--- src/rtl/mem_arbiter_if.sv ---
// Requester and memory-manager signal bundle for mem_arbiter.
// slave = arbiter side, master = requesters plus memory manager.
interface mem_arbiter_if #(
  parameter int ADDR_W = 18,
  parameter int DATA_W = 32
);
  logic [3:0]          req;
  logic [3:0]          wren;
  logic [4*ADDR_W-1:0] addr;
  logic [4*DATA_W-1:0] wdata;
  logic [3:0]          ack;
  logic [DATA_W-1:0]   rdata;
  logic                err;
  logic [1:0]          grant_id;
  logic                mem_ready;
  logic                mem_req;
  logic                mem_wren;
  logic [ADDR_W-1:0]   mem_addr;
  logic [DATA_W-1:0]   mem_wdata;
  logic [DATA_W-1:0]   mem_rdata;
  logic                mem_done;

  modport slave (
    input  req, wren, addr, wdata,
    input  mem_ready, mem_rdata, mem_done,
    output ack, rdata, err, grant_id,
    output mem_req, mem_wren, mem_addr, mem_wdata
  );

  modport master (
    output req, wren, addr, wdata,
    output mem_ready, mem_rdata, mem_done,
    input  ack, rdata, err, grant_id,
    input  mem_req, mem_wren, mem_addr, mem_wdata
  );
endinterface

--- src/rtl/mem_arbiter.sv ---
// Four-way round-robin arbiter in front of the single-word DDR port.
// Define MEM_ARB_PRIORITY_EN to give requester 0 strict priority.
module mem_arbiter #(
  parameter int ADDR_W  = 18,
  parameter int DATA_W  = 32,
  parameter int TIMEOUT = 1023
) (
  input  logic         clk,
  input  logic         rst_n,
  mem_arbiter_if.slave bus
);
  localparam int CW = $clog2(TIMEOUT + 1);

  typedef enum logic [1:0] {
    IDLE,
    BUSY,
    RESP
  } state_t;

  state_t state_q, state_d;

  logic [1:0]        ptr_q;
  logic [1:0]        gid_q;
  logic [1:0]        win;
  logic              win_vld;
  logic [3:0]        req_m;
  logic [1:0]        idx;
  logic [CW-1:0]     cnt_q;
  logic              tmo;
  logic              wren_q;
  logic [ADDR_W-1:0] addr_q;
  logic [DATA_W-1:0] wdata_q;
  logic [DATA_W-1:0] rdata_q;
  logic              err_q;

  assign tmo = (cnt_q == CW'(TIMEOUT));

  // First pending requester at or after ptr, wrapping
  always_comb begin
    win     = 2'd0;
    win_vld = 1'b0;
    idx     = 2'd0;
    req_m   = bus.req;
`ifdef MEM_ARB_PRIORITY_EN
    if (bus.req[0]) begin
      win_vld = 1'b1;
    end
    req_m[0] = 1'b0;
`endif
    for (int i = 0; i < 4; i++) begin
      idx = ptr_q + 2'(i);
      if (!win_vld && req_m[idx]) begin
        win     = idx;
        win_vld = 1'b1;
      end
    end
  end

  always_ff @(posedge clk or negedge rst_n) begin
    if (!rst_n) begin
      state_q <= IDLE;
    end else begin
      state_q <= state_d;
    end
  end

  always_comb begin
    state_d = state_q;
    unique case (state_q)
      IDLE: begin
        if (bus.mem_ready && win_vld) begin
          state_d = BUSY;
        end
      end
      BUSY: begin
        if (bus.mem_done || tmo) begin
          state_d = RESP;
        end
      end
      RESP:    state_d = IDLE;
      default: state_d = IDLE;
    endcase
  end

  always_comb begin
    bus.mem_req = 1'b0;
    bus.ack     = 4'b0000;
    unique case (1'b1)
      state_q == BUSY: bus.mem_req = 1'b1;
      state_q == RESP: bus.ack = 4'b0001 << gid_q;
      default: ;
    endcase
  end

  always_ff @(posedge clk or negedge rst_n) begin
    if (!rst_n) begin
      ptr_q   <= 2'd0;
      gid_q   <= 2'd0;
      cnt_q   <= '0;
      wren_q  <= 1'b0;
      addr_q  <= '0;
      wdata_q <= '0;
      rdata_q <= '0;
      err_q   <= 1'b0;
    end else begin
      if (state_q == IDLE && state_d == BUSY) begin
        gid_q   <= win;
        wren_q  <= bus.wren[win];
        addr_q  <= bus.addr[win*ADDR_W +: ADDR_W];
        wdata_q <= bus.wdata[win*DATA_W +: DATA_W];
        cnt_q   <= '0;
      end
      if (state_q == BUSY) begin
        // Writes echo their own data, matching the memory manager
        if (bus.mem_done) begin
          rdata_q <= wren_q ? wdata_q : bus.mem_rdata;
        end else if (tmo) begin
          rdata_q <= '0;
          err_q   <= 1'b1;
        end else begin
          cnt_q <= cnt_q + CW'(1);
        end
      end
      if (state_q == RESP) begin
`ifdef MEM_ARB_PRIORITY_EN
        if (gid_q != 2'd0) begin
          ptr_q <= gid_q + 2'd1;
        end
`else
        ptr_q <= gid_q + 2'd1;
`endif
      end
    end
  end

  assign bus.rdata     = rdata_q;
  assign bus.err       = err_q;
  assign bus.grant_id  = gid_q;
  assign bus.mem_wren  = wren_q;
  assign bus.mem_addr  = addr_q;
  assign bus.mem_wdata = wdata_q;
endmodule

--- src/flat_wrapper.sv ---
// flat-port wrapper written by rule: the top's interface ports become plain ports
module mem_arbiter_flat 
#(
  parameter int ADDR_W  = 18,
  parameter int DATA_W  = 32,
  parameter int TIMEOUT = 1023
)
  (clk, rst_n, bus_req, bus_wren, bus_addr, bus_wdata, bus_mem_ready, bus_mem_rdata, bus_mem_done, bus_ack, bus_rdata, bus_err, bus_grant_id, bus_mem_req, bus_mem_wren, bus_mem_addr, bus_mem_wdata);
  mem_arbiter_if #(.ADDR_W(ADDR_W), .DATA_W(DATA_W)) bus_i ();
  input  logic clk;
  input  logic rst_n;
  input wire logic [$bits(bus_i.req)-1:0] bus_req;
  input wire logic [$bits(bus_i.wren)-1:0] bus_wren;
  input wire logic [$bits(bus_i.addr)-1:0] bus_addr;
  input wire logic [$bits(bus_i.wdata)-1:0] bus_wdata;
  input wire logic [$bits(bus_i.mem_ready)-1:0] bus_mem_ready;
  input wire logic [$bits(bus_i.mem_rdata)-1:0] bus_mem_rdata;
  input wire logic [$bits(bus_i.mem_done)-1:0] bus_mem_done;
  output wire logic [$bits(bus_i.ack)-1:0] bus_ack;
  output wire logic [$bits(bus_i.rdata)-1:0] bus_rdata;
  output wire logic [$bits(bus_i.err)-1:0] bus_err;
  output wire logic [$bits(bus_i.grant_id)-1:0] bus_grant_id;
  output wire logic [$bits(bus_i.mem_req)-1:0] bus_mem_req;
  output wire logic [$bits(bus_i.mem_wren)-1:0] bus_mem_wren;
  output wire logic [$bits(bus_i.mem_addr)-1:0] bus_mem_addr;
  output wire logic [$bits(bus_i.mem_wdata)-1:0] bus_mem_wdata;
  assign bus_i.req = bus_req;
  assign bus_i.wren = bus_wren;
  assign bus_i.addr = bus_addr;
  assign bus_i.wdata = bus_wdata;
  assign bus_i.mem_ready = bus_mem_ready;
  assign bus_i.mem_rdata = bus_mem_rdata;
  assign bus_i.mem_done = bus_mem_done;
  assign bus_ack = bus_i.ack;
  assign bus_rdata = bus_i.rdata;
  assign bus_err = bus_i.err;
  assign bus_grant_id = bus_i.grant_id;
  assign bus_mem_req = bus_i.mem_req;
  assign bus_mem_wren = bus_i.mem_wren;
  assign bus_mem_addr = bus_i.mem_addr;
  assign bus_mem_wdata = bus_i.mem_wdata;
  mem_arbiter #(.ADDR_W(ADDR_W), .DATA_W(DATA_W), .TIMEOUT(TIMEOUT)) u_core (.clk(clk), .rst_n(rst_n), .bus(bus_i));
endmodule
--- config.mk ---
export PLATFORM = sky130hd
export DESIGN_NAME = mem_arbiter_flat
export DESIGN_NICKNAME = d
export VERILOG_FILES = /design/src/rtl/mem_arbiter_if.sv /design/src/rtl/mem_arbiter.sv /design/src/flat_wrapper.sv
export SDC_FILE = /design/constraint.sdc
export NUM_CORES = 1
export LEC_CHECK = 0
export BUFFER_PORTS_ARGS = -buffer_cell sky130_fd_sc_hd__buf_2
export CORE_AREA = 3 3 128 130
export DETAILED_ROUTE_END_ITERATION = 6
export DIE_AREA = 0 0 131 133
export HOLD_SLACK_MARGIN = 0.08
export MAX_ROUTING_LAYER = met4
export PLACE_DENSITY_LB_ADDON = 0.08
export SYNTH_ARGS = -nofsm -noshare
export SYNTH_HDL_FRONTEND = slang
export SYNTH_SLANG_ARGS = --single-unit
--- constraint.sdc ---
create_clock -name clk -period 2.2 [get_ports clk]
set_clock_uncertainty 0.1 [all_clocks]
set_input_delay 0.22 -clock clk [delete_from_list [all_inputs] [get_ports clk]]
set_output_delay 0.22 -clock clk [all_outputs]
set_load 0.01 [all_outputs]
# After elaboration in Yosys (flattened, before gate mapping)
# Cells that the tools add are included.
[word_totals]
input_bits = 244
reg_bits = 100
output_inout_bits = 91
[op_classes]
shifts = 3
mux = 30
order_cmp = 5
bitwise_logic = 1
eq_ne = 4
reduce_logical = 13
n_mul = 1
add_sub_neg = 5
[op_table]
columns = ["cell", "count"]
rows = [
  ["128-bit by 8-bit variable part select with 32-bit output", 1],
  ["32-bit 2-to-1 mux", 3],
  ["72-bit by 8-bit variable part select with 18-bit output", 1],
  ["10-bit 2-to-1 mux", 4],
  ["2-bit by 3-bit less-than comparator with 1-bit output (second input constant)", 5],
  ["2-bit 2-to-1 mux", 6],
  ["10-bit by 1-bit adder with 10-bit output (second input constant)", 1],
  ["1-bit binary-select mux with 2-bit select", 5],
  ["10-bit equality test (second input constant)", 1],
  ["1-bit 2-to-1 mux", 10],
  ["2-bit by 4-bit multiplier with 6-bit output (second input constant)", 1],
  ["1-bit logical AND", 5],
  ["2-bit by 1-bit adder with 2-bit output (second input constant)", 2],
  ["2-bit adder (second input constant)", 2],
  ["2-bit by 1-bit equality test with 1-bit output (second input constant)", 2],
  ["4-bit 2-to-1 mux", 1],
  ["2-bit one-hot mux with 2 select lines", 1],
  ["1-bit by 2-bit << shifter with 4-bit output (first input constant)", 1],
  ["1-bit zero test", 3],
  ["3-bit AND reduction", 1],
  ["2-bit equality test (second input constant)", 1],
  ["2-bit zero test", 1],
  ["2-bit AND reduction", 1],
  ["2-bit nonzero test", 1],
  ["2 further kinds", 2],
]

# Depth between registers and ports, before layout
[depth]
word_depth = 21
depth_mapped = 8

# Least setup slack after synthesis
# No wires, ideal clock.
[synth_timing]
path_kind = "register -> register"
from = "register u_core.cnt_q[0]"
to = "register u_core.rdata_q[10] (netlist: u_core.bus.rdata[10])"
synth_period_minus_slack_ps = 1716
setup_ps = 83
arrival_time_ps = 1533
slack_ps = 484
stages_incl_launch_ff = 8
path_cell_list = "dfrtp_1 -> ha_1 -> nand4_1 -> nor3_1 -> o21ai_1 -> clkbuf_1 -> nand2_1 -> o21ai_0"
[synth_via]
elab_chain_len = 3
[synth_lines]
columns = ["element", "line", "rtl"]
rows = [
  ["from (decl)", "mem_arbiter.sv:28", "logic [CW-1:0] cnt_q;"],
  ["from (signal assigned)", "mem_arbiter.sv:121", "cnt_q <= cnt_q + CW'(1);"],
  ["10-bit equality test", "mem_arbiter.sv:36", "assign tmo = (cnt_q == CW'(TIMEOUT));"],
  ["2-bit nonzero test (no line)", "n/a", ""],
  ["2-bit AND reduction (no line)", "n/a", ""],
  ["to (signal assigned)", "mem_arbiter.sv:116", "rdata_q <= wren_q ? wdata_q : bus.mem_rdata;"],
  ["to (decl)", "mem_arbiter.sv:33", "logic [DATA_W-1:0] rdata_q;"],
]
# No other way between the ends.
# A chain may end at the register's enable or synchronous reset.

# Final worst setup path
[layout_timing]
from = "register u_core.cnt_q[0]"
to = "register u_core.cnt_q[2]"
[layout_via]
elab_chain_len = 10
elab_cells_between_ends = 11
cone_classes = "1 x add/sub; 2 x eq/ne; 6 x mux; 2 x reduce/logical"
[layout_lines]
columns = ["element", "line", "rtl"]
rows = [
  ["10-bit equality test", "mem_arbiter.sv:36", ""],
  ["1-bit logical OR", "mem_arbiter.sv:76", "if (bus.mem_done || tmo) begin"],
  ["2-bit 2-to-1 mux", "mem_arbiter.sv:76", ""],
  ["2-bit one-hot mux with 2 select lines", "mem_arbiter.sv:69", "unique case (state_q)"],
  ["2-bit by 1-bit equality test with 1-bit output", "mem_arbiter.sv:106", "if (state_q == IDLE && state_d == BUSY) begin"],
  ["1-bit logical AND", "mem_arbiter.sv:106", ""],
  ["10-bit 2-to-1 mux", "mem_arbiter.sv:106", ""],
  ["10-bit 2-to-1 mux", "mem_arbiter.sv:117", "end else if (tmo) begin"],
  ["10-bit 2-to-1 mux", "mem_arbiter.sv:115", "if (bus.mem_done) begin"],
  ["10-bit 2-to-1 mux (*)", "mem_arbiter.sv:113", "if (state_q == BUSY) begin"],
]
# Mark *: on every way between the ends. The rest lies on a longest branch, timed or not.

==> results.md <==
- The number of maximum-capacitance constraint violations is 0.
- Synthesis produced a netlist with a net count of between 700 and 800.
- The number of placement rows is 45.
- Post-CTS repair changed the size of 0 cells.
- around 340 I/O pins were placed.
- From synthesis to final layout, the design area changed by 40.6%.
- Measured against its own limit, the worst slew margin works out to between 60 and 70%.
- The global placement routability congestion is between 0.8 and 0.9.
- STA puts the critical path data required time at 2340 ps.
- For this design, the slowest cell found on the critical path is o31ai_1.
- The fmax is 494 MHz.
- The detailed-placement wirelength estimate is 14700 um.
- In this run the worst path has a maximum fanout of 7.
- The total of endpoints with negative setup slack in the final report is 0.
- For the pin with the worst max-slew slack, the measured transition is around 460 ps.
- The kind of capture point of the worst setup path is a flip-flop.
- By instance count, the cell type seen most on the critical path is o31ai_1.
- After clock tree synthesis, the clock-pin slew on the worst setup and hold paths is around 70 ps.
- After synthesis, the cell types taking the most area are dfrtp_1 44%, mux2i_1 24%, o221ai_1 8.1%, nand2_1 6.1%, o21ai_0 3.6%.
- The worst setup path is launched from a flip-flop.
- Setup repair after global routing left no endpoint under its margin.
- The average wire length per cell after detail routing is between 15 and 20 um.
- The worst setup path is of the flip-flop to flip-flop kind.
- The number of synthesis warnings is 0.
- Detailed routing inserted a total of 5551 vias.
- The tree built by TritonCTS fans out to 100 sinks.
- The peak supply drop is 512 uV.
- The clock tree from TritonCTS is built.
- The flow ran to the end, and the final reports show no timing, DRC or antenna violations.
- The layout cell share with drive strength beyond 1 is between 40% and 50%.
- The share of synthesized area occupied by flip-flops and latches is between 40 and 50%.
- The register area is around 2500 um^2.
- 0 antenna diodes ended up in the layout.
- The commonest non-fill, non-tap cell in the layout is buf_2.
- dfrtp_1 takes more of the synthesized area than any other cell.
- The initial utilization of the core area, before any placement, comes to roughly 37%.
- For this run, the total global-route usage over all layers was measured as a little over a fifth.
- The buffers inserted during post-CTS setup optimization is 0.
- The number of antenna violations at the first check in global routing is 0.
- The residual antenna-violating net count after detailed routing is 0.
- In this run the worst hold path is classified as primary input to flip-flop.
- The deepest level of the CTS H-tree is 3.
- Summing all multi-input logic gate instances after layout gives 2800 um^2.
- The net count of the finished layout is around 1100.
- Fill cells in the final layout number 1424.
- The count of hold buffers inserted by post-cts repair is 11.
- The buffer type at the clock tree root is clkbuf_16.
- The sum of negative setup slack is 0 ps.
- The hold slack is ~84 ps.
- In this run the power density over the cells is roughly 1100 nW/um^2.
- The number of synthesized register bits is 100.
- The total overflow left after global routing is 0.
- The quantity of I/O buffers inserted on ports is around 330.
- The number of unique standard cell types used by synthesis is 39.
- The maximum number of pins on one net before global-route repair is 44.
- After detailed routing, the total wire length is between 15000 and 20000 um.
- In this run, CTS created clock tree buffers numbering 9.
- The via density per instance is just over 5.
- The core region area is between 15000 and 20000 um^2.
- The number of hold-slack violations in the final timing report is 0.
- The overall die area is approximately 17000 um^2.
- The highest cell delay on the worst timing path is about 430 ps.
- The data arrival time at the worst-slack endpoint is 2170 ps.
- The share of the clock period used by the worst path after layout is about 90%.
- The number of DRC markers in iteration 0 is ~280.
- Traced cell by cell, the critical path runs through ha_1 -> nand4_1 -> o31ai_1 -> and2_1 -> o21ai_0 -> o31ai_1.
- The pre-antenna-repair detailed-routing pass consisted of 5 iterations.
- The number of global-route vias before repair is ~5700.
- The summed instance area of the synthesized netlist is approximately 5700 um^2.
- In the layout the commonest cells are 333 x buf_2, 134 x mux2i_1, 99 x dfrtp_1.
- The cell count after synthesis came out at roughly 540.
- The standby leakage power is 0.00423 uW.
- After synthesis, the largest area contributor takes up 44.2% of total cell area.
- The synthesized area divided by synthesized cell count is approximately 11 um^2.
- The maximum buffer depth of the clock tree is 2.
- The later pin in the worst-skew pair is clocked with a latency of around 340 ps.
- The die width is between 100 and 150 um.
- The detailed-route DRC error count is 0.
- The number of pins exceeding their max-slew limit in the final report is 0.
- The die is approximately 130 um tall.
- The global-route wire length before repair is 28800 um.
- The clock period could shrink to just over 2000 ps.
==> layer usage <==
layer / share of wire (%) / wire, um / vias up / global-route usage (%)
li1: - / - / 2647 / -
met1: 41 / 7580 / 2639 / 25.5
met2: 51 / 9510 / 245 / 37.1
met3: 7.0 / 1310 / 20 / 3.35
met4: 1.6 / 295 / 0 / 6.17
met5: 0 / 0 / - / -
==> per-stage QoR <==
step	util, %	power (uW)	instance area, um^2	worst slack, ps	cells
5_1_grt	52.1	9810	7950	10.1	1090
2_1_floorplan	-	5800	5660	484	538
6_report	52.1	9120	7950	175	1090
3_5_place_dp	49.3	7460	7520	156	1063
3_3_place_gp	49.3	7350	7520	213	1063
4_1_cts	52.1	9230	7950	201	1090
==> flip-flops by register name, summed over array words and instances (netlist names) <==
signal,count
u_core.bus.err,1
u_core.bus.grant_id,2
u_core.bus.mem_addr,18
u_core.bus.mem_wdata,32
u_core.bus.mem_wren,1
u_core.bus.rdata,32
u_core.cnt_q,10
u_core.ptr_q,2
u_core.state_q,2
==> area by class of cell <==
type                    instances  share of cell area [%]
multi-input cells             387                    35.2
flip-flops and latches        100                    31.5
repair buffers                368                    25.5
well taps                     211                    3.32
clock buffers                  10                    3.00
clock inverters                 6                    1.09
inverters                       8                   0.378
==> report_power, final <==
group	internal (uW)	switching, uW	leakage, uW
clock	1030	697	0.000159
combinational	1930	2300	0.00282
sequential	2620	543	0.00126
total	5580	3540	0.00423
==> path summary, 6_finish.rpt <==
path,slack [ps],from,depth (start not counted),end
worst max-delay path,170,u_core.cnt_q[0],6,u_core.cnt_q[2]
worst min-delay path,80,bus_mem_rdata[22],3,u_core.bus.rdata[22]
worst max register to register,170,u_core.cnt_q[0],6,u_core.cnt_q[2]
worst min register to register,360,u_core.bus.err,1,u_core.bus.err
max in group asynchronous,1180,rst_n,3,u_core.bus.mem_wren
min in group asynchronous,220,rst_n,2,u_core.bus.mem_wdata[2]
==> cell usage after synthesis (all sizes together) <==
cell type	instances
nand2	92
a21o	1
or2	1
o41ai	1
or4	1
inv	8
o21ai	47
a21boi	2
o32a	1
nand2b	2
ha	5
mux2i	134
mux2	2
nor3b	1
nor2b	5
a22o	1
and2	5
clkbuf	8
dfrtp	100
nand3	9
nor3	1
a31oi	2
or3b	1
o31ai	3
xor2	1
o221ai	52
a21oi	5
buf	35
nor2	10
nand4	2
==> worst max-delay path: cells and delay by family, from the launching register on <==
family / cells / cell delay [ps]
AO/OA/AOI/OAI: 3 / 660
AND/OR/NAND/NOR: 2 / 530
flip-flops: 1 / 410
adder cells (fa/ha/maj): 1 / 230
==> cells by family (layout without fill, tap and decap cells) <==
kind of cell,Yosys count,count (layout),share of synthesized area [%]
and+or+nand+nor,130,130,9.82
buffers and inverters,51,392,6.39
xor gates and xnor gates,1,1,0.155
muxes,136,136,24.1
adders and majority gates,5,5,1.11
DFF,100,100,44.2
AOI/OAI and AO/OA,115,115,14.2
Note: power is estimated with default switching activity, not from simulation.
